### src/rtl/writeback_queue_if.sv
// Bus bundle for writeback_queue: producer handshake, register-file write
// port, occupancy and the decode-side lookup probe.
// The master modport is the producer/decode/register-file side; the slave
// modport is the queue itself.
interface writeback_queue_if #(
    parameter int DEPTH = 4
) ();
    localparam int CW = $clog2(DEPTH) + 1;

    logic            in_valid;
    logic [4:0]      in_reg;
    logic [63:0]     in_data;
    logic            in_ready;
    logic            hold;
    logic            regwrite;
    logic [4:0]      writeReg;
    logic [63:0]     writeData;
    logic [CW-1:0]   count;
    logic [4:0]      lookup_reg;
    logic            lookup_hit;
    logic [63:0]     lookup_data;

    modport master (
        output in_valid, in_reg, in_data, hold, lookup_reg,
        input  in_ready, regwrite, writeReg, writeData, count,
               lookup_hit, lookup_data
    );

    modport slave (
        input  in_valid, in_reg, in_data, hold, lookup_reg,
        output in_ready, regwrite, writeReg, writeData, count,
               lookup_hit, lookup_data
    );
endinterface

### src/rtl/writeback_queue.sv
// writeback_queue: circular FIFO of pending register-file writebacks.
// Writes to XZR (register 31) are accepted and dropped. The head entry is
// written to the register file whenever the queue is non-empty and hold is low.
// Optional feature: define WBQ_FORWARD_EN to enable the lookup port, which
// forwards the data of the youngest pending entry targeting lookup_reg.
// Without it lookup_hit/lookup_data are tied to 0.
module writeback_queue #(
    parameter int DEPTH = 4
) (
    input  logic              clk,
    input  logic              reset,
    writeback_queue_if.slave  bus
);
    localparam int PW = $clog2(DEPTH);
    localparam int CW = PW + 1;
    localparam logic [4:0] XZR = 5'd31;

    logic [PW-1:0] head;
    logic [PW-1:0] tail;
    logic [CW-1:0] count_q;

    logic [4:0]  reg_mem  [DEPTH];
    logic [63:0] data_mem [DEPTH];

    logic not_empty;
    logic full;
    logic enq;
    logic ret;

    assign not_empty = (count_q != '0);
    assign full      = (count_q == CW'(DEPTH));
    assign enq       = bus.in_valid && !full && (bus.in_reg != XZR);
    assign ret       = not_empty && !bus.hold;

    assign bus.in_ready  = !full;
    assign bus.regwrite  = ret;
    assign bus.writeReg  = not_empty ? reg_mem[head]  : 5'd0;
    assign bus.writeData = not_empty ? data_mem[head] : 64'd0;
    assign bus.count     = count_q;

    // Head/tail pointers and occupancy; power-of-two depth lets the pointers wrap naturally.
    always_ff @(posedge clk or posedge reset) begin
        if (reset) begin
            head    <= '0;
            tail    <= '0;
            count_q <= '0;
        end else begin
            if (enq) begin
                tail <= tail + PW'(1);
            end
            if (ret) begin
                head <= head + PW'(1);
            end
            case ({enq, ret})
                2'b10:   count_q <= count_q + CW'(1);
                2'b01:   count_q <= count_q - CW'(1);
                default: count_q <= count_q;
            endcase
        end
    end

    // Entry storage is not reset; occupancy alone decides which entries are live.
    always_ff @(posedge clk) begin
        if (enq) begin
            reg_mem[tail]  <= bus.in_reg;
            data_mem[tail] <= bus.in_data;
        end
    end

`ifdef WBQ_FORWARD_EN
    logic        hit_c;
    logic [63:0] data_c;

    // Scan live entries oldest to youngest so the youngest match is the one left standing.
    always_comb begin
        hit_c  = 1'b0;
        data_c = 64'd0;
        if (bus.lookup_reg != XZR) begin
            for (int i = 0; i < DEPTH; i++) begin
                if ((CW'(i) < count_q) && (reg_mem[head + PW'(i)] == bus.lookup_reg)) begin
                    hit_c  = 1'b1;
                    data_c = data_mem[head + PW'(i)];
                end
            end
        end
    end

    assign bus.lookup_hit  = hit_c;
    assign bus.lookup_data = data_c;
`else
    logic unused_lookup;

    assign unused_lookup   = ^bus.lookup_reg;
    assign bus.lookup_hit  = 1'b0;
    assign bus.lookup_data = 64'd0;
`endif

endmodule
### src/flat_wrapper.sv
// flat-port wrapper written by rule: the top's interface ports become plain ports
module writeback_queue_flat 
#(
    parameter int DEPTH = 4
)
  (clk, reset, bus_in_valid, bus_in_reg, bus_in_data, bus_hold, bus_lookup_reg, bus_in_ready, bus_regwrite, bus_writeReg, bus_writeData, bus_count, bus_lookup_hit, bus_lookup_data);
  writeback_queue_if #(.DEPTH(DEPTH)) bus_i ();
  input  logic clk;
  input  logic reset;
  input wire logic [$bits(bus_i.in_valid)-1:0] bus_in_valid;
  input wire logic [$bits(bus_i.in_reg)-1:0] bus_in_reg;
  input wire logic [$bits(bus_i.in_data)-1:0] bus_in_data;
  input wire logic [$bits(bus_i.hold)-1:0] bus_hold;
  input wire logic [$bits(bus_i.lookup_reg)-1:0] bus_lookup_reg;
  output wire logic [$bits(bus_i.in_ready)-1:0] bus_in_ready;
  output wire logic [$bits(bus_i.regwrite)-1:0] bus_regwrite;
  output wire logic [$bits(bus_i.writeReg)-1:0] bus_writeReg;
  output wire logic [$bits(bus_i.writeData)-1:0] bus_writeData;
  output wire logic [$bits(bus_i.count)-1:0] bus_count;
  output wire logic [$bits(bus_i.lookup_hit)-1:0] bus_lookup_hit;
  output wire logic [$bits(bus_i.lookup_data)-1:0] bus_lookup_data;
  assign bus_i.in_valid = bus_in_valid;
  assign bus_i.in_reg = bus_in_reg;
  assign bus_i.in_data = bus_in_data;
  assign bus_i.hold = bus_hold;
  assign bus_i.lookup_reg = bus_lookup_reg;
  assign bus_in_ready = bus_i.in_ready;
  assign bus_regwrite = bus_i.regwrite;
  assign bus_writeReg = bus_i.writeReg;
  assign bus_writeData = bus_i.writeData;
  assign bus_count = bus_i.count;
  assign bus_lookup_hit = bus_i.lookup_hit;
  assign bus_lookup_data = bus_i.lookup_data;
  writeback_queue #(.DEPTH(DEPTH)) u_core (.clk(clk), .reset(reset), .bus(bus_i));
endmodule
### config.mk
export PLATFORM = sky130hd
export DESIGN_NAME = writeback_queue_flat
export DESIGN_NICKNAME = d
export VERILOG_FILES = /design/src/rtl/writeback_queue_if.sv /design/src/rtl/writeback_queue.sv /design/src/flat_wrapper.sv
export SDC_FILE = /design/constraint.sdc
export NUM_CORES = 1
export LEC_CHECK = 0
export ABC_CLOCK_PERIOD_IN_PS = 2700
export BUFFER_PORTS_ARGS = -buffer_cell sky130_fd_sc_hd__buf_2
export CAP_MARGIN = 30
export CORE_UTILIZATION = 50
export DETAILED_ROUTE_END_ITERATION = 8
export GPL_ROUTABILITY_DRIVEN = 0
export PLACE_DENSITY = 0.74
export SETUP_SLACK_MARGIN = 0.2
export SKIP_LAST_GASP = 1
export SLEW_MARGIN = 30
export SYNTH_ARGS = -nofsm -noshare
export SYNTH_HDL_FRONTEND = slang
export SYNTH_SLANG_ARGS = --single-unit
### constraint.sdc
create_clock -name clk -period 2.7 [get_ports clk]
set_input_delay 0.27 -clock clk [delete_from_list [all_inputs] [get_ports clk]]
set_output_delay 0.27 -clock clk [all_outputs]
set_load 0.01 [all_outputs]
# Word level (Yosys, flattened, before mapping)
# Memory sizes are Yosys's and may differ from the RTL's.
# Index checks and enable logic that the tools add are counted.
[classes] mux=5 n_eq_ne=4 reduce_logical=7 n_addsub=4
[ops] op="$mux W64" n=1
[ops] op="$pmux W3 S2" n=1
[ops] op="$mux W5" n=1
[ops] op="$ne A5 B5 Y1 const B" n=1
[ops] op="$add A2 B1 Y2 const B" n=2
[ops] op="$add A3 B1 Y3 const B" n=1
[ops] op="$eq A3 B3 Y1 const B" n=1
[ops] op="$logic_and A1 B1 Y1" n=3
[ops] op="$reduce_bool A3 Y1" n=1
[ops] op="$sub A3 B1 Y3 const B" n=1
[ops] op="$eq A2 B1 Y1 const B" n=1
[ops] op="$eq A2 B2 Y1 const B" n=1
[ops] op="$logic_not A1 Y1" n=2
[ops] op="$mux W1" n=2
[ops] op="$reduce_bool A2 Y1" n=1
[totals] regBits=7 ram_bits=276 inputBits=78 elab_cells=25 memories=2 out_inout_bits=139
[memory_table] name="u_core.data_mem" words=4 width=64 rd=1 rd_clocked_by_memory_dff=0 write_ports=1 line_no="writeback_queue.sv:23" source="logic [63:0] data_mem [DEPTH];"
[memory_table] name="u_core.reg_mem" words=4 width=5 rd=1 rd_clocked_by_memory_dff=0 write_ports=1 line_no="writeback_queue.sv:22" source="logic [4:0] reg_mem [DEPTH];"

# Logic depth before layout (Yosys ltp)
[logic_depth] word_depth=6 depth_mapped=9 depth_no_buf=9

# Least setup slack after synthesis
# No wires, ideal clock.
[synth_timing] kind="register to register" start="register u_core.count_q[2], in the netlist u_core.bus.count[2]" end="memory u_core.data_mem[2][0], enable pin" period_less_slack_ns=2.971 n_path_buf=0 required_ns=2.265 stages_incl_launch_ff=4 t_arrival_ns=2.537 setup_time_ns=0.435 setup_slack_ns=-0.271 path_cell_list="dfrtp_1 -> or3b_4 -> o211a_4 -> and2_1"
[synth_between] elab_chain_cells=6
[synth_rtl] element="from (decl)" line_no="writeback_queue.sv:20" source="logic [CW-1:0] count_q;"
[synth_rtl] element="from (signal assigned)" line_no="writeback_queue.sv:55" source="2'b10: count_q <= count_q + CW'(1);"
[synth_rtl] element="from (signal assigned)" line_no="writeback_queue.sv:56" source="2'b01: count_q <= count_q - CW'(1);"
[synth_rtl] element="from (signal assigned)" line_no="writeback_queue.sv:57" source="default: count_q <= count_q;"
[synth_rtl] element="$eq A3 B3 Y1" line_no="writeback_queue.sv:31" source="assign full = (count_q == CW'(DEPTH));"
[synth_rtl] element="$logic_not A1 Y1"
[synth_rtl] element="via bus_in_ready" line_no="flat_wrapper.sv:15" source="output wire logic [$bits(bus_i.in_ready)-1:0] bus_in_ready;"
[synth_rtl] element="$logic_and A1 B1 Y1 (2 in series)" line_no="writeback_queue.sv:32" source="assign enq = bus.in_valid && !full && (bus.in_reg != XZR);"
[synth_rtl] element="$mux W1" line_no="writeback_queue.sv:64" source="if (enq) begin"
[synth_rtl] element="$mux W1 (implied by the code)" line_no="writeback_queue.sv:66" source="data_mem[tail] <= bus.in_data;"
[synth_rtl] element="to (decl)" line_no="writeback_queue.sv:23"
# The timed path passes the listed nets, and every way through them passes these cells.

# Worst setup path after layout
[layout_timing] start="register u_core.head[0]" end="output bus_writeData[23]"
[layout_between] elab_chain_cells=2
[layout_rtl] element="from (decl)" line_no="writeback_queue.sv:18" source="logic [PW-1:0] head;"
[layout_rtl] element="from (signal assigned)" line_no="writeback_queue.sv:52" source="head <= head + PW'(1);"
[layout_rtl] element="$mem_v2 Z4 W64"
[layout_rtl] element="$mux W64" line_no="writeback_queue.sv:38" source="assign bus.writeData = not_empty ? data_mem[head] : 64'd0;"
[layout_rtl] element="to (decl)" line_no="flat_wrapper.sv:18" source="output wire logic [$bits(bus_i.writeData)-1:0] bus_writeData;"
# Every way passes these cells.

==> summary.txt <==
Worst setup path class: reg -> out
Required time at the endpoint of the critical path: 2.43 ns
Nets: 865
Total placed instance area: 12300 sq um
Clock Path Buffers: 3
Standard cell core area: 22100 sq um
Clock tree from TritonCTS: done
Die Y-Extent: 153 um
Fraction of layout instances using a drive strength above 1: 35.6%
Setup repair after global routing missed its margin: yes
Pin count of the biggest net entering global routing: 71
Row count: 54
Master of the slowest instance on the critical path: sky130_fd_sc_hd__mux4_2
Share of the clock period used by the worst path after layout: 90.5%
Starting utilization of the core area: 51.5%
Crit-path max cell delay: 0.54 ns
Nature of the critical path endpoint: output pin
Sw frac: 29.4%
GR Overflow Total: 0
Min-Delay Endpoint: u_core.head[1]
Post-synthesis sequential area ratio: 74.4%
Endpoint arrival time on the critical path: 2.17 ns
Final HPWL from detailed placement: 12100 um
Placed Instances: 960
Max Transition Viols Final: 0
Total detailed-routing wirelength: 20800 um
Syn Std Cell Area: 11400 sq um
Length of the first detailed-routing pass in iterations: 4
Clock latency on the worst-skew pair: 0.53 ns
Port-buffer cells: 146
Minimum setup slack among reg-to-reg paths: 0.41 ns
Combinational Power Share: 33.5%
Number of cells on the worst reg-to-reg path: 9
Flip-flop and latch count after synthesis: 283
Antenna violations before repair: 1
Rel. slew slack: 66.2%
Number of H-tree levels: 1
Run status: finished clean
Final hold viol count: 0
Layout Cells excl Fill: 1084
Average wire length per cell after detail routing: 19.2 um
Classification of the worst-slack hold path: in -> reg
Average size of a mapped cell: 21.0 sq um
Pin slew with the least headroom to its limit: 0.507 ns
Max Cap Viol: 0
Post-Layout Inst Area: 14000 sq um
Initial DRC Count: 260
Clock tree root driver cell: sky130_fd_sc_hd__clkbuf_16
Critical path, cell by cell: buf_16, mux4_2, nor2b_1, buf_2
Distinct cell type count after synthesis: 25
Sinks on the clock net: 283
Peak ir drop on the vdd network: 0.759 mV
Total Routing Usage GR: 18.4%
Post-placement setup slack: 0.409 ns
Wire length of the first global-routing pass: 33000 um
Buffers & Inverters on Critical Path: 2
Worst clock skew: 0.00671 ns
Clock period minus worst slack: 2.44 ns
Final Worst Setup Slack: 0.255 ns
Reg2reg start: u_core.bus.count[0]
Gate family responsible for the most delay along the worst path: multiplexers
Endpoint of the worst register-to-register path: u_core.bus.count[2]
Routed via count divided by cell count: 5.20
Summed negative setup slack over all endpoints: 0 ns
Overall via count from detail_route: 5638
Count of mapped cells out of synthesis: 543
Critical hold path startpoint: bus_hold
Maximum fanout along the worst path: 41
Power density over cell area: 1080 nW/um^2
Leak Pwr: 5.08 nW
Max Fclk: 0.409 GHz
Top-level port count: 217
Switching power: 4.46 mW
Int Pwr: 10.7 mW
Yosys Warn Count: 0
Die footprint: 23400 sq um
Total CTS buffers: 28
Setup violations, final: 0
Sequential fraction of design power: 40.2%
Clk slew on worst S/H paths: 0.06 ns
Chip width: 153 um
Vias in the first global route: 6097
Setup crit start kind: flop
Number of nets with antenna violations after detailed routing: 0
Layout overhead on the synthesized area: 23.1%
Depth of the worst hold-timing path: 3
Clock network fraction of total power: 26.3%
Post-route DRC: 0
[how the worst max path moves through the flow]
stage	startpoint	endpoint	slack (ns)	depth (start not counted)
2_1_floorplan	u_core.bus.count[2]	u_core.data_mem[0][0]	0.48	3
3_3_place_gp	u_core.bus.count[0]	u_core.bus.count[2]	0.51	9
3_5_place_dp	u_core.bus.count[0]	u_core.bus.count[2]	0.41	9
4_1_cts	u_core.head[0]	bus_writeData[26]	0.19	4
5_1_grt	u_core.head[0]	bus_writeData[17]	0.14	4
6_report	u_core.head[0]	bus_writeData[23]	0.26	4
[kinds of logic after synthesis]
group                    count (synthesis)  synth area share, %
AND/OR/NAND/NOR                         80                 4.48
AO/OA/AOI/OAI                            1                0.154
buffers and inverters                   95                 5.88
flip-flops                             283                 74.4
adder cells (fa/ha/maj)                  6                0.726
multiplexers                            71                 13.9
other                                    1               0.0330
XOR/XNOR                                 6                0.462
[metrics by stage]
step / util (%) / hold slack [ns] / total power, mW
after floorplan: - / 0.0734 / 9.44
after global placement: 55.6 / 0.199 / 11.0
after detailed placement: 55.6 / 0.210 / 11.2
after CTS: 63.3 / 0.0244 / 15.3
after global routing: 63.4 / 0.0575 / 15.9
final: 63.4 / 0.0420 / 15.2
[registers in the layout, indices dropped and copies added (netlist names)]
register,flops
u_core.reg_mem,20
u_core.head,2
u_core.tail,2
u_core.bus.count,3
u_core.data_mem,256
[power groups by stage]
stage | clock (mW) | combinational, mW | sequential, mW
global route | 4.22 | 5.52 | 6.16
CTS | 4.05 | 5.18 | 6.10
global placement | 0 | 4.88 | 6.15
detailed placement | 0 | 4.95 | 6.22
finish | 3.99 | 5.08 | 6.09
floorplan | 0 | 3.41 | 6.04
[synth_stat cells (all sizes together)]
master / count / area share, %
and2: 4 / 0.22
nor2b: 63 / 3.5
and2b: 6 / 0.40
nand3: 1 / 0.044
clkbuf: 8 / 0.26
xnor2: 2 / 0.15
xor2: 4 / 0.31
fa: 1 / 0.18
dfrtp: 7 / 1.5
ha: 5 / 0.55
nand2: 1 / 0.033
nor2: 2 / 0.066
mux2i: 1 / 0.088
nor3b: 1 / 0.066
or3b: 1 / 0.099
mux2: 1 / 0.13
mux4: 69 / 14
buf: 80 / 5.4
o211a: 1 / 0.15
edfxtp: 276 / 73
conb: 1 / 0.033
nor3: 1 / 0.088
inv: 7 / 0.23
[worst reg2reg max path: stages, from the launching register on]
cell                      delay [ns]
sky130_fd_sc_hd__dfrtp_1        0.45
sky130_fd_sc_hd__or3b_4         0.43
sky130_fd_sc_hd__o211a_4        0.18
sky130_fd_sc_hd__inv_1          0.07
sky130_fd_sc_hd__ha_1           0.17
sky130_fd_sc_hd__inv_1          0.06
sky130_fd_sc_hd__fa_1           0.37
sky130_fd_sc_hd__xor2_1         0.16
sky130_fd_sc_hd__nor2_1         0.12
sky130_fd_sc_hd__xor2_1         0.20
[cells in the final DEF (no fill, tap or decap), types with 2 or more instances in the layout]
cell / synthesis / final
sky130_fd_sc_hd__and2_4: 0 / 4
sky130_fd_sc_hd__and2b_1: 6 / 6
sky130_fd_sc_hd__buf_12: 0 / 7
sky130_fd_sc_hd__buf_16: 0 / 2
sky130_fd_sc_hd__buf_2: 7 / 146
sky130_fd_sc_hd__buf_4: 65 / 6
sky130_fd_sc_hd__bufinv_16: 0 / 5
sky130_fd_sc_hd__clkbuf_1: 8 / 5
sky130_fd_sc_hd__clkbuf_16: 0 / 29
sky130_fd_sc_hd__clkinv_1: 0 / 2
sky130_fd_sc_hd__clkinv_2: 0 / 9
sky130_fd_sc_hd__conb_1: 1 / 65
sky130_fd_sc_hd__dfrtp_1: 7 / 5
sky130_fd_sc_hd__dfrtp_4: 0 / 2
sky130_fd_sc_hd__dlygate4sd3_1: 0 / 70
sky130_fd_sc_hd__edfxtp_1: 276 / 276
sky130_fd_sc_hd__ha_1: 5 / 5
sky130_fd_sc_hd__inv_1: 7 / 7
sky130_fd_sc_hd__mux4_2: 69 / 69
sky130_fd_sc_hd__nor2_1: 2 / 2
sky130_fd_sc_hd__nor2b_1: 63 / 63
sky130_fd_sc_hd__xnor2_1: 2 / 2
sky130_fd_sc_hd__xor2_1: 4 / 4
[area by class of cell]
cell class | count | area [sq um]
sequential | 283 | 8470
fill | 1505 | 8090
multi-input combinational | 229 | 2500
timing repair buffer | 232 | 1690
clock buffer | 34 | 744
tap | 280 | 350
clock inverter | 18 | 219
inverter | 7 | 26.3
antenna | 1 | 2.50
[timing repair]
item | in CTS | in global routing
endpoints found under the setup margin | 69 | 49
endpoints found under the hold margin | 283 | 0
pin swaps | 0 | 0
resized for setup | 2 | 2
hold buffers | 70 | 0
buffers inserted | 1 | 0
[routing by layer]
| metal | track usage [%] | share of wire [%] | wire length [um] |
|---|---|---|---|
| met3 | 4.42 | 6.6 | 1380 |
| met4 | 5.05 | 1.8 | 385 |
| met2 | 34.4 | 54 | 11300 |
| met5 | 0 | 0 | 0 |
| met1 | 21.0 | 38 | 7830 |
Power figures use the tool's default switching activity.
